<file path="src/rtl/serial_tx.sv">
// Frame transmitter: start bit, DATA_W data bits LSB first, optional even parity,
// stop bit, each held CLKS_PER_BIT cycles on a registered, idle-high line.
module serial_tx #(
    parameter int DATA_W       = 8,
    parameter int CLKS_PER_BIT = 4,
    parameter int PARITY_EN    = 1
) (
    input  logic              clk,
    input  logic              rst,
    input  logic [DATA_W-1:0] d,
    input  logic              load,
    output logic              ready,
    output logic              q,
    output logic              done
);

    localparam int CNT_W = (CLKS_PER_BIT > 1) ? $clog2(CLKS_PER_BIT) : 1;
    localparam int IDX_W = (DATA_W > 1) ? $clog2(DATA_W) : 1;

    // Handshake: a word moves when load && ready are both high at a rising edge;
    // d is sampled only then, and load while ready is low is simply ignored.
    typedef enum logic [2:0] {
        S_IDLE   = 3'd0,
        S_START  = 3'd1,
        S_DATA   = 3'd2,
        S_PARITY = 3'd3,
        S_STOP   = 3'd4
    } state_t;

    state_t            state;
    state_t            state_next;
    logic [CNT_W-1:0]  cnt;
    logic [CNT_W-1:0]  cnt_next;
    logic [IDX_W-1:0]  idx;
    logic [IDX_W-1:0]  idx_next;
    logic [DATA_W-1:0] sr;
    logic [DATA_W-1:0] sr_next;
    logic [DATA_W-1:0] sr_shift;
    logic              par;
    logic              par_next;
    logic              q_next;
    logic              done_next;
    logic              bit_end;
    logic              last_bit;
    logic              accept;

    assign bit_end  = (cnt == CNT_W'(CLKS_PER_BIT - 1));
    assign last_bit = (idx == IDX_W'(DATA_W - 1));
    assign sr_shift = sr >> 1;
    assign accept   = load && ready;

    // The final stop-bit cycle also accepts, so a new start bit can abut the
    // previous stop bit with no idle gap.
    assign ready = !rst && ((state == S_IDLE) || ((state == S_STOP) && bit_end));

    always_ff @(posedge clk) begin
        if (rst) begin
            state <= S_IDLE;
            q     <= 1'b1;
            done  <= 1'b0;
            cnt   <= '0;
            idx   <= '0;
            sr    <= '0;
            par   <= 1'b0;
        end else begin
            state <= state_next;
            q     <= q_next;
            done  <= done_next;
            cnt   <= cnt_next;
            idx   <= idx_next;
            sr    <= sr_next;
            par   <= par_next;
        end
    end

    always_comb begin
        state_next = state;
        case (state)
            S_IDLE:   if (accept) state_next = S_START;
            S_START:  if (bit_end) state_next = S_DATA;
            S_DATA: begin
                if (bit_end && last_bit) begin
                    state_next = (PARITY_EN != 0) ? S_PARITY : S_STOP;
                end
            end
            S_PARITY: if (bit_end) state_next = S_STOP;
            S_STOP: begin
                if (bit_end) state_next = accept ? S_START : S_IDLE;
            end
            default:  state_next = S_IDLE;
        endcase
    end

    always_comb begin
        sr_next   = sr;
        par_next  = par;
        idx_next  = idx;
        cnt_next  = cnt;
        done_next = (state == S_STOP) && bit_end;

        if (accept) begin
            sr_next  = d;
            par_next = ^d;
            idx_next = '0;
            cnt_next = '0;
        end else if (state != S_IDLE) begin
            if (bit_end) begin
                cnt_next = '0;
                if ((state == S_DATA) && !last_bit) begin
                    sr_next  = sr_shift;
                    idx_next = idx + IDX_W'(1);
                end
            end else begin
                cnt_next = cnt + CNT_W'(1);
            end
        end

        // Line level follows the state being entered, so q changes on the same
        // edge as the state and stays registered.
        case (state_next)
            S_START:  q_next = 1'b0;
            S_DATA:   q_next = sr_next[0];
            S_PARITY: q_next = par;
            default:  q_next = 1'b1;
        endcase
    end

endmodule

</file>
<file path="config.mk">
export PLATFORM = sky130hd
export DESIGN_NAME = serial_tx
export DESIGN_NICKNAME = d
export VERILOG_FILES = /design/src/rtl/serial_tx.sv
export SDC_FILE = /design/constraint.sdc
export NUM_CORES = 1
export LEC_CHECK = 0
export ABC_AREA = 1
export CORE_UTILIZATION = 57
export DETAILED_ROUTE_END_ITERATION = 6
export GPL_TIMING_DRIVEN = 0
export PLACE_DENSITY = 0.82
export SYNTH_ARGS = -nofsm -noshare
export SYNTH_HDL_FRONTEND = slang
export SYNTH_SLANG_ARGS = --single-unit
</file>
<file path="constraint.sdc">
create_clock -name clk -period 2 [get_ports clk]
set_input_delay 0.4 -clock clk [delete_from_list [all_inputs] [get_ports clk]]
set_output_delay 0.4 -clock clk [all_outputs]
set_load 0.02 [all_outputs]
</file>
Word level (Yosys, flattened, before mapping). Index checks and enable logic that the tools add are counted.

Register bits: 19. Bits of input ports: 11. Output and inout bits: 3. Word-level logic and storage cells: 49.

Add/sub/neg operators: 2. Eq/ne operators: 9. Mux-type cells: 13. Reduce and logical (&&, ||, !) cells: 17.

Operator list (count): $mux 8 (4); $mux 3 (5); $pmux 3 s5 (1); $eq 3x2->1 const B (4); $reduce_xor 8->1 (1); $eq 3x1->1 const B (2); $eq 3x3->1 const B (2); $reduce_and 3->1 (2); $reduce_bool 2->1 (3); $logic_and 1x1->1 (5); $add 3x1->3 const B (1); $logic_not 3->1 (1); $pmux 1 s3 (1); $reduce_bool 3->1 (1); $add 2x1->2 const B (1); $eq 2x2->1 const B (1); $logic_not 1->1 (2); $mux 2 (1); $reduce_or 2->1 (1); $logic_or 1x1->1 (1); $mux 1 (1).

Longest topological paths before layout.
Word-level depth: 10. Gate-level depth with buffers: 9. Depth with buffers taken out: 9.

Worst setup path after synthesis. OpenSTA, ideal clock, no wires.

Path kind: reg2out. Start point: register cnt[0]. End point: output ready. Arrival time: 1.054 ns. Data required time: 1.600 ns. Slack: 0.546 ns. Stages on the path, launching flop included: 6. Path buffers: 0. Cells stage by stage: dfxtp_1 > ha_1 > inv_1 > nand2_1 > inv_1 > nor2_1.

Word-level cells in the longest chain between the ends: 4.

Ends and longest elaborated chain: start, declared (line 32) `logic [CNT_W-1:0] cnt;`; start signal, assigned (line 69) `cnt <= cnt_next;`; $eq 2x2->1 (line 47) `assign bit_end = (cnt == CNT_W'(CLKS_PER_BIT - 1));`; $logic_and 1x1->1 (line 54) `assign ready = !rst && ((state == S_IDLE) || ((state == S_STOP) && bit_end));`; $logic_or 1x1->1 (line 54); $logic_and 1x1->1 (line 54); end, declared (line 12) `output logic ready,`.

Every way passes these cells.

Final worst setup path. Same ends and word-level chain as after synthesis.

==> impl_metrics.csv <==
group,metric,value,unit
cells_and_area,diodes,0,
critical_path,slowest_stage,"dfxtp_1",
critical_path,crit_top_cell,"inv_1",
cells_and_area,area_growth,18.0,%
drt,num_vias,960,
placement,dp_slack,-0.393,ns
drt,via_per_inst,5.19,
drt,drtIter0Drc,12,
clocking,clk_pin_slew,0.10,ns
sta,setup_viol_count_final,0,
cells_and_area,layout-drive-gt1-share,9.32,%
power,vdd_drop_max,0.000447,V
sta,finalMaxSlewViolations,0,
logic_synthesis,ys_ff_latch,19,
sta,fmax,562,MHz
power,p_leak,0.532,nW
cells_and_area,final_cell_area,1210,um^2
sta,finalCritPeriodShare,89.0,%
logic_synthesis,yosysUniqueCellTypes,23,
clocking,cts-hold-fix-buffers,0,
drt,routed_wl,1.98,mm
critical_path,worst_setup_path_end_kind,"output port",
drt,drc,0,
clocking,clock_latency,0.30,ns
floorplanning,chipHeight,44.5,um
sta,holdWs,0.475,ns
critical_path,reg2reg_slack,0.57,ns
worst_hold_path,hold_depth,2,
placement,hpwl,1.53,mm
logic_synthesis,syn_inst,144,
critical_path,cp.arrival,1.38,ns
clocking,clock-root-buffer,"clkbuf_4",
cells_and_area,fillers,124,
placement,portBuffers,13,
power,totalPowerFinal,740,uW
critical_path,startpoint_type,"flop",
global_route,grt_use_total,23.7,%
clocking,cts_setup_buffers,0,
critical_path,path_max_fanout,4,
global_route,grt_max_degree,11,
run_status,outcome,"finished, final reports clean",
global_route,grt_pass1_vias,842,
sta,finalHoldViolCount,0,
global_route,grt.busiest_layer,"met2",
logic_synthesis,synth_seq_area_share,37.0,%
sta,fin_ws,0.220,ns
worst_hold_path,min_to,"idx[1]",
drt,wl_per_cell,10.7,um
global_route,antenna_found_initial,0,
cells_and_area,utilization,76.1,%
sta,finClkSkew,0.00340,ns
drt,ant_nets,0,
clocking,cts_buffers,3,
critical_path,r2r_end,"idx[0]",
floorplanning,coreArea,1590,um^2
worst_hold_path,min_path_type,"flop to flop",
cells_and_area,ff_latch_area,380,um^2
logic_synthesis,syn_area_per_cell,7.14,um^2
sta,timing.slew.headroom,76.7,%
logic_synthesis,synth_fp_nets,158,
job,maxCapViolations,0,
sta,period_needed,1.78,ns
clocking,cts_buffer_depth,2,
sta,tightestPinTransition,0.349,ns
floorplanning,ios,14,
clocking,cts_tree,"done",
cells_and_area,fin_nets,176,
logic_synthesis,yosysWarnings,0,
power,p_per_area,610,nW/um^2
placement,place_area,1190,um^2
drt,drt_pass1_iterations,7,
clocking,htreeDepth,1,
floorplanning,start_util,64.5,%
critical_path,cp.required,1.60,ns
global_route,grt.overflow.total,0,
critical_path,cpPeakStageDelay,0.36,ns
floorplanning,die_w,44.5,um
floorplanning,num_rows,14,
sta,rsz0062_at_grt,"false",
global_route,use_met1,32.0,%
cells_and_area,multi_input_area,557,um^2
worst_hold_path,hp-start,"idx[1]",
critical_path,worstRegToRegCells,7,
clocking,clock_sinks,19,
critical_path,regToRegStartpoint,"idx[0]",
global_route,grtUsageMet3,3.67,%
global_route,grt_use_met2,37.6,%
floorplanning,die_area,1980,um^2
placement,place.gp.congestion,0.825,
global_route,grt_first_pass_wirelength,3.51,mm
logic_synthesis,syn_area,1030,um^2
critical_path,setup.worst_path.class,"flop to output port",
critical_path,crit_chain,"ha_2 -> inv_1 -> nand2_2 -> inv_1 -> nor2_1 -> buf_2",
stage by stage:
step | instances | TNS [ns]
floorplan | 144 | 0
global placement | 181 | -0.380
detailed placement | 181 | -0.393
CTS | 185 | 0
global route | 185 | 0
finish | 185 | 0
metal layers:
| layer | part of all wire [%] | up-vias |
|---|---|---|
| met1 | 46 | 430 |
| met5 | 0 | - |
| met4 | 1.3 | 0 |
| met2 | 48 | 32 |
| li1 | - | 494 |
| met3 | 4.9 | 4 |
power by group:
| group | internal (mW) | leakage, nW | total (mW) | switching, mW |
|---|---|---|---|---|
| Sequential | 0.396 | 0.155 | 0.405 | 0.00907 |
| Clock | 0.0778 | 0.0150 | 0.199 | 0.121 |
| Combinational | 0.0605 | 0.362 | 0.136 | 0.0757 |
| Total | 0.534 | 0.532 | 0.740 | 0.206 |
layout by cell type, fill, tap and decap left out, types with 2 or more instances in the layout:
cell type and count:
xor2_1 5, o21ai_0 7, nand2_1 46, clkdlybuf4s50_1 11
ha_1 2, xnor2_1 4, a31oi_1 6, nand3_1 8
a21oi_1 6, inv_1 16, dfxtp_1 19, clkbuf_4 3
clkinv_1 2, nor2_1 10
flip-flops by register name, summed over array words and instances (netlist names):
name	count
cnt	2
done	1
idx	3
par	1
q	1
sr	8
state	3
critical path: cells and delay by family, from the launching register on:
| kind | cells | cell delay (ns) |
|---|---|---|
| buffers and inverters | 3 | 0.32 |
| adder cells (fa/ha/maj) | 1 | 0.21 |
| AND/OR/NAND/NOR | 2 | 0.19 |
| flip-flops | 1 | 0.36 |
worst max-delay path by stage:
stage	start	endpoint	cells past startpoint
finish	cnt[0]	ready	6
global route	cnt[0]	ready	6
CTS	cnt[0]	ready	6
detailed placement	rst	ready	5
global placement	rst	ready	5
floorplan	cnt[0]	ready	5
cells in the mapped netlist:
cell       n  area share (%)
nand4_4    1             2.1
ha_1       3             3.7
nand2_4    1             1.1
inv_1     16             5.8
xnor2_1    4             3.4
nor3_1     1            0.49
buf_8      1             1.5
buf_4      1            0.73
nand3_1    8             3.9
xor2_1     5             4.3
nor2_2     1            0.61
o21ai_2    1            0.85
nand2_1   47              17
a31oi_1    6             3.7
a21oi_2    1            0.85
dfxtp_1   19              37
nand3_2    1            0.97
nor2_1    10             3.7
o21ai_0    7             3.4
a22oi_1    1            0.73
clkinv_1   2            0.73
inv_4      1            0.61
a21oi_1    6             2.9
cell families (layout without fill, tap and decap cells):
| family | count (synthesis) | in the layout | synth area share, % |
|---|---|---|---|
| AND/OR/NAND/NOR | 70 | 70 | 29.9 |
| AO/OA/AOI/OAI | 22 | 22 | 12.4 |
| buffers and inverters | 21 | 38 | 9.37 |
| flip-flops | 19 | 19 | 37.0 |
| XOR/XNOR | 9 | 9 | 7.66 |
| adder cells (fa/ha/maj) | 3 | 3 | 3.65 |
timing repair:
item	CTS	global route
gates resized for setup	4	3
gates cloned	0	0
setup endpoints to repair	1	1
cell type report:
| type | instances | area share (%) |
|---|---|---|
| multi-input combinational | 104 | 45.9 |
| sequential | 19 | 31.3 |
| timing repair buffer | 13 | 10.2 |
| inverter | 19 | 6.08 |
| tap | 24 | 2.47 |
| clock buffer | 4 | 2.16 |
| buffer | 2 | 1.86 |
(Power assumes the default switching activity.)
